===== config.mk =====
export PLATFORM = sky130hd
export DESIGN_NAME = demux16_deserializer
export DESIGN_NICKNAME = d
export VERILOG_FILES = /design/src/rtl/demux16_pkg.sv /design/src/rtl/demux1x16_decoder.sv /design/src/rtl/demux16_deserializer.sv
export SDC_FILE = /design/constraint.sdc
export NUM_CORES = 1
export LEC_CHECK = 0
export CAP_MARGIN = 20
export CORE_MARGIN = 3
export CORE_UTILIZATION = 59
export CTS_BUF_LIST = sky130_fd_sc_hd__clkbuf_8
export DETAILED_ROUTE_END_ITERATION = 12
export DONT_BUFFER_PORTS = 1
export GPL_TIMING_DRIVEN = 0
export PLACE_DENSITY = 0.89
export RECOVER_POWER = 25
export SYNTH_ARGS = -nofsm -noshare
export SYNTH_HDL_FRONTEND = slang
export SYNTH_SLANG_ARGS = --single-unit

===== constraint.sdc =====
create_clock -name clk -period 1.5 [get_ports clk]
set_clock_uncertainty 0.15 [all_clocks]
set_input_delay 0.075 -clock clk [delete_from_list [all_inputs] [get_ports clk]]
set_output_delay 0.075 -clock clk [all_outputs]
set_load 0.1 [all_outputs]

===== src/rtl/demux16_pkg.sv =====
// Shared widths, state encoding and slot-order constants for the 16:1 deserializer.
// DEMUX16_MSB_FIRST_EN switches slot order from LSB-first to MSB-first.
package demux16_pkg;
  localparam int N     = 16;
  localparam int SEL_W = 4;

  typedef enum logic {
    IDLE    = 1'b0,
    COLLECT = 1'b1
  } state_t;

`ifdef DEMUX16_MSB_FIRST_EN
  localparam logic [SEL_W-1:0] IDX_FIRST = 4'd15;
  localparam logic [SEL_W-1:0] IDX_LAST  = 4'd0;
`else
  localparam logic [SEL_W-1:0] IDX_FIRST = 4'd0;
  localparam logic [SEL_W-1:0] IDX_LAST  = 4'd15;
`endif
endpackage


===== src/rtl/demux1x16_decoder.sv =====
// 1:16 one-hot slot-write decoder, the structural mirror of the upstream 16:1 mux.
module demux1x16_decoder
  import demux16_pkg::*;
(
  input  logic [SEL_W-1:0] idx_i,
  input  logic             en_i,
  output logic [N-1:0]     we_o
);
  always_comb begin
    we_o = '0;
    if (en_i) we_o[idx_i] = 1'b1;
  end
endmodule


===== src/rtl/demux16_deserializer.sv =====
// Rebuilds a 16-bit word from a qualified serial bit stream (16:1 demux deserializer).
// Optional macro DEMUX16_MSB_FIRST_EN: index counts down from 15, first bit lands in out[15].
module demux16_deserializer
  import demux16_pkg::*;
(
  input  logic             clk,
  input  logic             rst,
  input  logic             in,
  input  logic             in_valid,
  input  logic             clear,
  output logic [N-1:0]     out,
  output logic             out_valid,
  output logic [SEL_W-1:0] sel,
  output logic             busy
);
  localparam logic [SEL_W-1:0] IDX_STEP = 1;

  state_t           state_q, state_d;
  logic [SEL_W-1:0] idx_q, idx_d;
  logic [N-1:0]     work_q, work_d;
  logic [N-1:0]     out_q, out_d;
  logic             out_valid_q, out_valid_d;
  logic [N-1:0]     slot_we;

  demux1x16_decoder u_dec (
    .idx_i (idx_q),
    .en_i  (in_valid & ~clear),
    .we_o  (slot_we)
  );

  always_comb begin
    state_d     = state_q;
    idx_d       = idx_q;
    work_d      = work_q;
    out_d       = out_q;
    out_valid_d = 1'b0;
    // clear outranks a bit arriving in the same cycle, including the 16th
    if (clear) begin
      state_d = IDLE;
      idx_d   = IDX_FIRST;
      work_d  = '0;
    end else if (in_valid) begin
      if (idx_q == IDX_LAST) begin
`ifdef DEMUX16_MSB_FIRST_EN
        out_d = {work_q[N-1:1], in};
`else
        out_d = {in, work_q[N-2:0]};
`endif
        out_valid_d = 1'b1;
        work_d      = '0;
        idx_d       = IDX_FIRST;
        state_d     = IDLE;
      end else begin
        work_d = (work_q & ~slot_we) | ({N{in}} & slot_we);
`ifdef DEMUX16_MSB_FIRST_EN
        idx_d = idx_q - IDX_STEP;
`else
        idx_d = idx_q + IDX_STEP;
`endif
        state_d = COLLECT;
      end
    end
  end

  always_ff @(posedge clk) begin
    if (rst) begin
      state_q     <= IDLE;
      idx_q       <= IDX_FIRST;
      work_q      <= '0;
      out_q       <= '0;
      out_valid_q <= 1'b0;
    end else begin
      state_q     <= state_d;
      idx_q       <= idx_d;
      work_q      <= work_d;
      out_q       <= out_d;
      out_valid_q <= out_valid_d;
    end
  end

  assign out       = out_q;
  assign out_valid = out_valid_q;
  assign sel       = idx_q;
  assign busy      = (state_q == COLLECT);
endmodule


==> impl_results.md, run 1 <==
- Number of synthesized flops with an enable pin: 0
- Setup violators final: 36
- Routed WL: 5.693 mm
- Syn Area/Cell: 8.691 sq um
- Fin nets: 234
- Largest net degree at the start of global routing: 12
- Post-route cell area: 2385 sq um
- Req. time, crit path: 1.56 ns
- Hold path start: clear
- Leakage: 0.7928 nW
- Cell breakdown of the critical path: ha_4 -> and4_1 -> buf_6 -> buf_8 -> nand3_1 -> a21oi_1
- Die H: 60.82 microns
- Post-Syn Instances: 204
- Vias in the first global route: 1683
- Initial Util: 63.20%
- Flop pwr share: 55.3%
- GRT Total Usage: 29.51%
- Worst flop-to-flop path startpoint: sel[0]$_SDFFE_PP0P_
- Worst-Margin Slew: 0.9624 ns
- Final antenna-violating net count: 0
- Via count: 1850
- Pwr dens: 764.0 nW/um^2
- Cell depth of the worst flop-to-flop path: 6
- WP depth: 6
- TritonRoute pass-1 iters: 5
- Clock share of power: 37.1%
- Hold-critical path endpoint: work_q[4]$_SDFFE_PP0P_
- CTS root buffer: clkbuf_8
- Outcome: complete, but fails checks
- Psw: 483.0 uW
- Worst-path fanout max: 7
- H-Tree Depth: 2
- Period utilization: 122.2%
- Kind of cell adding the most delay to the critical path: flip-flops
- Synth Flop Type: dfxtp_1
- Setup ws final: -0.3330 ns
- Die area: 3698 sq um
- Switching part of the total: 26.51%
- Final Power: 1.822 mW
- Post-synthesis sequential area ratio: 41.78%
- Worst skew pair latency: 0.30 ns
- Instance area at placement: 1897 sq um
- Crit path DAT: 1.89 ns
- R2R Setup Slk: -0.33 ns
- CTS tree: built
- Routed WL per cell: 22.15 microns
- Final Slew Violations: 0
- CTS buffer count: 5
- CP endpoint kind: register
- Final period demand of the worst path: 1.833 ns
- DP Wirelength: 3.037 mm
- # fillers: 148
- Drt via density: 7.198
- Synthesized area: 1773 sq um
- Initial DRC Count: 186
- CORE AREA: 2805 sq um
- Startpoint types: register
- Max VDD drop: 572.9 uV
- Worst path bufs/invs: 2
- Hold/Removal Path Class: in2reg
- Layout cell share with drive strength beyond 1: 47.79%
- Hold Fails Final Rpt: 0
- Crit Path Class: reg2reg
- Hold path depth: 4
- Routability cong.: 0.9095
- Clock net sink count: 37
- Combinational cell fraction of total power: 7.6%
- Failing checks: setup timing
- Clock buffer depth: 2
- Num ports: 27
- DR DRC count: 0
- Internal power: 1.339 mW
- Slew margin rel.: 35.75%
- Clock-pin transition on the worst setup and hold timing paths: 0.07 ns
- CP peak stage delay: 0.59 ns
- Port Buffers: 0
- # diodes: 0
- Synthesized net count: 213
- R2R Path End: out[14]$_SDFFE_PP0P_
- Synth warn: 0
- Initial antenna violation count: 0
- Slowest-stage cell, CP: dfxtp_4
- Post-synth ARST share: 0%
- Die X-Extent: 60.82 microns
- Yosys reg bits: 37
- F_max: 545.5 MHz
- Rows: 19
- First-pass GRT wire length: 7.997 mm
- RSZ-0062 raised after global routing: true
- Max-cap violations: 0
- Overflow after GRT: 0
- Netlist cell types: 47
- Area grow syn2layout: 34.51%
## cell usage after synthesis (4+ instances only)
library cell	count	area, sq um
dfxtp_1	37	740.7
a21oi_1	28	140.1
nand3_1	24	120.1
o21ai_0	19	95.09
buf_2	8	40.04
nand2_1	7	26.28
buf_4	6	45.04
nor2_1	6	22.52
nor3_1	6	30.03
a31oi_1	4	25.02
ha_1	4	50.05
inv_1	4	15.01
## registers in the layout, indices dropped and copies added (netlist names)
register / count
sel: 4
out_valid: 1
busy: 1
work_q: 15
out: 16
## layout by cell type, fill, tap and decap left out, drive strengths merged, types with 2 or more instances in the layout
| cell | count |
|---|---|
| clkbuf | 10 |
| o211ai | 2 |
| inv | 5 |
| a31oi | 4 |
| dfxtp | 37 |
| nand2b | 2 |
| nand3 | 26 |
| and4b | 2 |
| nor2 | 6 |
| a211oi | 4 |
| or3 | 3 |
| o21ai | 19 |
| dlygate4sd3 | 2 |
| buf | 26 |
| a21oi | 28 |
| clkinv | 3 |
| nand4 | 3 |
| nand2 | 7 |
| nor3 | 6 |
| a22o | 3 |
| nor2b | 2 |
| and3 | 2 |
| ha | 4 |
## timing repair
action / in CTS / in global routing
hold endpoints to repair: 13 / 0
cloned: 1 / 3
hold buffers: 2 / 0
gates resized for setup: 23 / 56
buffers inserted: 7 / 1
pin swaps: 11 / 16
setup endpoints to repair: 36 / 47
## metrics by stage
stage          std cells  setup slack, ns  TNS (ns)  utilization [%]  hold WS, ns
6_report             257          -0.3330    -7.197            85.01      0.06682
5_1_grt              257          -0.3817    -8.711            85.01      0.07976
4_1_cts              253          -0.2248    -5.512            76.81      0.05394
3_3_place_gp         235          -0.3861    -8.131            67.62       0.2231
3_5_place_dp         235          -0.4907    -9.563            67.62       0.2305
2_1_floorplan        204          -0.1509    -2.416                -       0.1769
## logic make-up (layout without fill, tap and decap cells)
| kind of cell | after synthesis | in the layout | share of synthesized area (%) |
|---|---|---|---|
| and+or+nand+nor | 69 | 70 | 23.22 |
| AOI/OAI and AO/OA | 67 | 67 | 22.72 |
| DFF | 37 | 37 | 41.78 |
| buffers and inverters | 25 | 46 | 8.397 |
| adders and majority gates | 4 | 4 | 2.823 |
| xor gates and xnor gates | 1 | 1 | 0.4941 |
| muxes | 1 | 1 | 0.5646 |
## per-layer routing
metal | vias to the layer above | track usage, % | routed length (microns)
li1 | 795 | - | -
met5 | - | 0 | 0
met2 | 142 | 49.16 | 2743
met4 | 0 | 12.38 | 249
met3 | 32 | 8.511 | 539
met1 | 881 | 35.51 | 2160
## final cells by class
cell class | instances | area (sq um) | share of cell area (%)
Clock inverter | 3 | 13.76 | 0.5771
Multi-Input combinational cell | 143 | 1132 | 47.48
Tap cell | 31 | 38.79 | 1.626
Timing Repair Buffer | 13 | 160.2 | 6.716
Sequential cell | 37 | 774.5 | 32.48
Inverter | 5 | 21.27 | 0.8919
Clock buffer | 5 | 68.82 | 2.886
Buffer | 20 | 175.2 | 7.345
## worst min-delay path: cells and delay by family
kind | cells | cell delay [ns]
buffers and inverters | 1 | 0.11
AO/OA/AOI/OAI | 2 | 0.16
AND/OR/NAND/NOR | 1 | 0.13
## worst max-delay path by stage
stage                        start                    to  slack [ns]
6_report       sel[0]$_SDFFE_PP0P_  out[14]$_SDFFE_PP0P_       -0.33
5_1_grt        sel[0]$_SDFFE_PP0P_  out[14]$_SDFFE_PP0P_       -0.38
4_1_cts        sel[0]$_SDFFE_PP0P_  out[11]$_SDFFE_PP0P_       -0.22
3_5_place_dp   sel[1]$_SDFFE_PP0P_  out[12]$_SDFFE_PP0P_       -0.49
3_3_place_gp   sel[1]$_SDFFE_PP0P_  out[12]$_SDFFE_PP0P_       -0.39
2_1_floorplan  sel[1]$_SDFFE_PP0P_  out[10]$_SDFFE_PP0P_       -0.15
## power groups by stage
stage | Combinational (mW) | Sequential, mW | Clock [mW]
finish | 0.138 | 1.01 | 0.676
global route | 0.145 | 1.01 | 0.710
CTS | 0.119 | 1.01 | 0.660
detailed placement | 0.105 | 1.03 | 0
global placement | 0.102 | 1.03 | 0
floorplan | 0.0794 | 1.03 | 0
Note: power is estimated with default switching activity, not from simulation.
==> run 2, diff against run 1 <==
ABC_AREA = 1   (was default)
CORE_UTILIZATION = 58   (was 59)
PLACE_DENSITY = 0.87   (was 0.89)
==> run 2 against run 1 <==
The run ends with hold timing, setup timing left. Global-route usage fell by 4.5 points. Via count fell by 15%. First-iteration DRC count decreased by 66%. Sequential share of layout area is 4.3 points higher. Area after synthesis decreased by 5.1%. Non-clock buffer count down 12. Combinational power decreased by 28%. Wire length is 30% lower.
==> impl_results.md, run 2 <==
- CORE AREA: 2613 sq um
- Initial Util: 64.42%
- Top cells by area, synth: dfxtp_1 (44%), nand2_1 (16%), a21oi_1 (9.8%)
- Drt via density: 5.636
- Max VDD drop: 910.8 uV
- DR DRC count: 0
- Layout cell share with drive strength beyond 1: 32.00%
- Most frequent cell after synthesis: nand2_1
- Yosys reg bits: 37
- Met2 wire len: 1.893 mm
- Clock-pin transition on the worst setup and hold timing paths: 0.07 ns
- Worst skew pair latency: 0.29 ns
- Met1 WL: 1.765 mm
- Synth Flop Type: dfxtp_1
- Hold path start: in_valid
- Overflow after GRT: 0
- TritonRoute pass-1 iters: 4
- Worst-Margin Slew: 0.9827 ns
- Synthesized net count: 239
- Initial DRC Count: 64
- Final Power: 1.765 mW
- GRT Total Usage: 24.97%
- Final core occ: 80.56%
- Routed met3 length: 239 microns
- Die area: 3584 sq um
- CP endpoint kind: register
- First-pass GRT wire length: 6.624 mm
- Syn Area/Cell: 7.317 sq um
- DP Wirelength: 2.515 mm
- Outcome: complete, but fails checks
- Area grow syn2layout: 25.06%
- Clock net sink count: 37
- Die X-Extent: 59.87 microns
- Netlist cell types: 18
- Req. time, crit path: 1.57 ns
- Cts hold-fix bufs: 2
- Area leader, netlist: dfxtp_1
- Crit Path Class: reg2reg
- Setup WS pre-CTS: -0.4626 ns
- Slew margin rel.: 34.39%
- Clock buffer depth: 2
- Hold Worst Slack: -0.09508 ns
- Synthesized area: 1683 sq um
- Final period demand of the worst path: 1.762 ns
- # diodes: 0
- CTS root buffer: clkbuf_8
- Initial antenna violation count: 0
- Vias in the first global route: 1455
- Crit path DAT: 1.83 ns
- Setup ws final: -0.2624 ns
- Post-synthesis sequential area ratio: 44.01%
- F_max: 567.4 MHz
- Final Slew Violations: 0
- Psw: 440.8 uW
- CTS buffer count: 5
- Hold Fails Final Rpt: 17
- Die H: 59.87 microns
- Via count: 1578
- Max reg flops: 16
- Leakage: 0.7215 nW
- Hold/Removal Path Class: in2reg
- Rows: 18
- Switching part of the total: 24.97%
- Setup TNS: -6.118 ns
- Uppermost layer routed: met4
- Fin nets: 258
- Synth warn: 0
- Final antenna-violating net count: 0
- Most common cell after layout, fill and taps aside: nand2_1
- H-Tree Depth: 2
- Failing checks: hold timing, setup timing
- Critical path origin: sel[0]$_SDFFE_PP0P_
- Largest net degree at the start of global routing: 12
- CTS tree: built
- Number of synthesized flops with an enable pin: 0
- Flop pwr share: 57.4%
- Worst-path fanout max: 6
- RSZ-0062 raised after global routing: true
- Max-cap violations: 0
- Startpoint types: register
- Setup violators final: 34
- Combinational cell fraction of total power: 5.6%
- # fillers: 184
- Pwr dens: 838.8 nW/um^2
- Num ports: 27
- Routed WL per cell: 14.29 microns
- Port Buffers: 0
- Routability cong.: 0.8452
- Routed WL: 4.001 mm
- Clock share of power: 37.0%
- Post-synth top area share: 44.01%
- Period utilization: 117.5%
- Internal power: 1.324 mW
- Post-synth ARST share: 0%
- Worst flop-to-flop path startpoint: sel[0]$_SDFFE_PP0P_
- Synth cell count leaders: nand2_1 (70), dfxtp_1 (37), a21oi_1 (33)
- Post-Syn Instances: 230
- Most frequent cells in the layout: nand2_1 (53), a21oi_1 (25), nand3_1 (20)
==> run 2: cell types whose count changed in the layout (fill, tap and decap cells not counted), sizes merged, moves of 11 or more <==
cell    before  now
o21bai       0   12
buf         26   13
inv          5   16
o21ai       19    3
nand2        7   71
==> run 2: cells by family after synthesis <==
kind of cell             share of synthesized area (%)
flip-flops                                       44.01
AND/OR/NAND/NOR                                  29.00
AO/OA/AOI/OAI                                    17.62
adder cells (fa/ha/maj)                          2.974
buffers and inverters                            6.394
==> run 2: critical path: stages (launching register included) <==
cell	delay, ns
dfxtp_4	0.58
ha_4	0.21
nand2_4	0.06
nor3_4	0.21
buf_6	0.16
clkbuf_16	0.14
nand2_1	0.05
a21oi_1	0.13
==> run 2: layout make-up <==
class | count | area (sq um) | area share, %
multi-input combinational | 169 | 963.4 | 45.78
clock buffer | 5 | 68.82 | 3.270
tap | 30 | 37.54 | 1.784
clock inverter | 3 | 13.76 | 0.6540
timing repair buffer | 12 | 127.6 | 6.064
sequential | 37 | 773.2 | 36.74
inverter | 15 | 58.81 | 2.794
buffer | 9 | 61.31 | 2.913
==> run 2: per-stage QoR <==
step / instance area, sq um / instances
floorplan: 1752 / 230
global placement: 1789 / 260
detailed placement: 1789 / 260
CTS: 1988 / 278
global route: 2105 / 280
finish: 2105 / 280
==> run 2: timing repair <==
item                                    CTS  global route
buffers inserted                          6             1
endpoints found under the setup margin   35            50
hold endpoints to repair                 25            17
gates cloned                              2             1
resized for setup                        14            36
pin swaps                                 3             7
==> run 2: power groups by stage <==
stage | sequential (mW) | clock (mW) | combinational [mW]
finish | 1.01 | 0.652 | 0.0987
global route | 1.01 | 0.721 | 0.109
CTS | 1.01 | 0.674 | 0.0916
detailed placement | 1.04 | 0 | 0.0778
global placement | 1.04 | 0 | 0.0762
floorplan | 1.04 | 0 | 0.0595
==> run 2: final timing paths <==
path / to / slack [ns] / depth (start not counted)
setup / recovery: out[12]$_SDFFE_PP0P_ / -0.26 / 7
hold / removal: busy$_SDFFE_PP0P_ / -0.1 / 3
setup reg to reg: out[12]$_SDFFE_PP0P_ / -0.26 / 7
hold reg to reg: out[0]$_SDFFE_PP0P_ / 0.32 / 2
==> run 2: metal layers <==
| layer | track usage, % | vias to the layer above |
|---|---|---|
| met5 | 0 | - |
| met3 | 7.991 | 12 |
| met4 | 9.810 | 0 |
| met1 | 31.34 | 715 |
| li1 | - | 798 |
| met2 | 39.51 | 53 |
==> run 3, diff against run 2 <==
PLACE_DENSITY = 0.86   (was 0.87)
==> run 3 against run 2 <==
The run still ends with hold timing, setup timing left. Core utilization grew 3.2 points. First-iteration DRC count rose by 110%. Count of clock-buffer cells in the layout increased by 1. Sequential share of layout area decreased by 1.8 points. Global-route usage decreased by 0.37 points. Setup slack worse by 0.023 ns. Register-to-register slack worse by 0.02 ns. Cell area increased by 4.0%. Via count up 5.4%. Critical path type unchanged. Critical endpoint is now out[1]$_SDFFE_PP0P_.
==> impl_results.md, run 3 (synthesis gave the netlist of run 2 again) <==
- Outcome: complete, but fails checks
- Failing checks: hold timing, setup timing
- Hold path start: in_valid
- Max reg flops: 16
- # diodes: 0
- Flop pwr share: 50.6%
- Clock share of power: 43.8%
- Most frequent cells in the layout: nand2_1 (49), dfxtp_1 (25), a21oi_1 (21)
- Hold Fails Final Rpt: 16
- CP endpoint kind: register
- Die area: 3584 sq um
- Crit path DAT: 1.85 ns
- Hold/Removal Path Class: in2reg
- Initial antenna violation count: 0
- Clock net sink count: 37
- Die X-Extent: 59.87 microns
- Worst skew pair latency: 0.28 ns
- Drt via density: 5.922
- Initial Util: 64.42%
- Period utilization: 119.1%
- Routed WL: 4.614 mm
- Setup violators final: 36
- Vias in the first global route: 1539
- Routability cong.: 0.8957
- Psw: 454.0 uW
- Overflow after GRT: 0
- H-Tree Depth: 2
- Setup ws final: -0.2859 ns
- DP Wirelength: 2.513 mm
- Pwr dens: 915.8 nW/um^2
- Worst-path fanout max: 6
- CTS buffer count: 5
- Combinational cell fraction of total power: 5.6%
- Via count: 1664
- Max-cap violations: 0
- F_max: 559.9 MHz
- Die H: 59.87 microns
- Most common cell after layout, fill and taps aside: nand2_1
- CTS tree: built
- Hold path depth: 2
- Crit Path Class: reg2reg
- Worst-Margin Slew: 0.9848 ns
- Port Buffers: 0
- Final antenna-violating net count: 0
- R2R Setup Slk: -0.29 ns
- Leakage: 0.7781 nW
- Routed WL per cell: 16.42 microns
- RSZ-0062 raised after global routing: true
- Final period demand of the worst path: 1.786 ns
- Fin nets: 259
- Layout cell share with drive strength beyond 1: 33.47%
- Slew margin rel.: 34.26%
- Clock buffer depth: 2
- CTS root buffer: clkbuf_8
- Num ports: 27
- Switching part of the total: 22.65%
- CORE AREA: 2613 sq um
- Hold Worst Slack: -0.1827 ns
- Clock-pin transition on the worst setup and hold timing paths: 0.07 ns
- Hold-critical path endpoint: sel[2]$_SDFFE_PP0P_
- Setup TNS: -7.816 ns
- First-pass GRT wire length: 6.706 mm
- Cell depth of the worst flop-to-flop path: 7
- Initial DRC Count: 132
- DR DRC count: 0
- Rows: 18
- Internal power: 1.550 mW
- Final Power: 2.004 mW
- Area grow syn2layout: 30.04%
- Cts hold-fix bufs: 3
- Max VDD drop: 915.3 uV
- Req. time, crit path: 1.56 ns
- GRT Total Usage: 24.60%
- TritonRoute pass-1 iters: 5
- Largest net degree at the start of global routing: 12
- Startpoint types: register
- Worst flop-to-flop path startpoint: sel[1]$_SDFFE_PP0P_
- Critical path origin: sel[1]$_SDFFE_PP0P_
- Final Slew Violations: 0
- R2R Path End: out[1]$_SDFFE_PP0P_
-- run 3: area by class of cell --
class | instances | area (sq um)
Clock inverter | 2 | 33.78
Sequential cell | 37 | 765.7
Multi-Input combinational cell | 169 | 1023
Tap cell | 30 | 37.54
Clock buffer | 6 | 82.58
Buffer | 9 | 62.56
Fill cell | 145 | 424.2
Timing Repair Buffer | 13 | 123.9
Inverter | 15 | 58.81
-- run 3: worst max-delay path, stage by stage (launching register included) --
cell and delay [ns]:
dfxtp_4 0.58, ha_4 0.21, nand2_4 0.07, nor3_4 0.25, buf_4 0.16, buf_6 0.12, nand2_4 0.05, a21oi_2 0.13
-- run 3: how the worst max path moves through the flow --
stage                                end  slack [ns]  cells past startpoint
floorplan           out[10]$_SDFFE_PP0P_       -0.28                      7
finish               out[1]$_SDFFE_PP0P_       -0.29                      7
detailed placement   out[9]$_SDFFE_PP0P_       -0.46                      7
CTS                 out[14]$_SDFFE_PP0P_       -0.21                      7
global route         out[1]$_SDFFE_PP0P_       -0.36                      7
global placement    out[10]$_SDFFE_PP0P_       -0.44                      7
-- run 3: per-stage QoR --
step / util [%] / cell area (sq um) / setup WS, ns / instances
final: 83.76 / 2188 / -0.2859 / 281
after CTS: 78.21 / 2043 / -0.2121 / 278
after global routing: 83.76 / 2188 / -0.3606 / 281
after global placement: 68.49 / 1789 / -0.4367 / 260
after floorplan: - / 1752 / -0.2758 / 230
after detailed placement: 68.49 / 1789 / -0.4606 / 260
-- run 3: repair_timing --
| item | CTS | global route |
|---|---|---|
| setup endpoints to repair | 35 | 42 |
| hold endpoints to repair | 25 | 16 |
| buffers inserted | 5 | 3 |
| pin swaps | 14 | 10 |
| gates resized for setup | 20 | 39 |
| gates cloned | 2 | 0 |
-- run 3: per-layer routing --
metal | wire, microns | share of wire [%] | GRT usage, % | vias to the layer above
met5 | 0 | 0 | 0 | -
met4 | 135 | 2.9 | 12.34 | 0
met3 | 473 | 10 | 6.911 | 17
met2 | 2237 | 48 | 40.43 | 115
met1 | 1768 | 38 | 29.05 | 735
li1 | - | - | - | 797
-- run 3: power by group through the flow --
| stage | clock network, mW | registers, mW | logic (mW) |
|---|---|---|---|
| after floorplan | 0 | 1.04 | 0.0595 |
| after global placement | 0 | 1.04 | 0.0769 |
| after detailed placement | 0 | 1.04 | 0.0800 |
| after CTS | 0.895 | 1.01 | 0.0969 |
| after global routing | 0.934 | 1.01 | 0.119 |
| final | 0.878 | 1.01 | 0.112 |
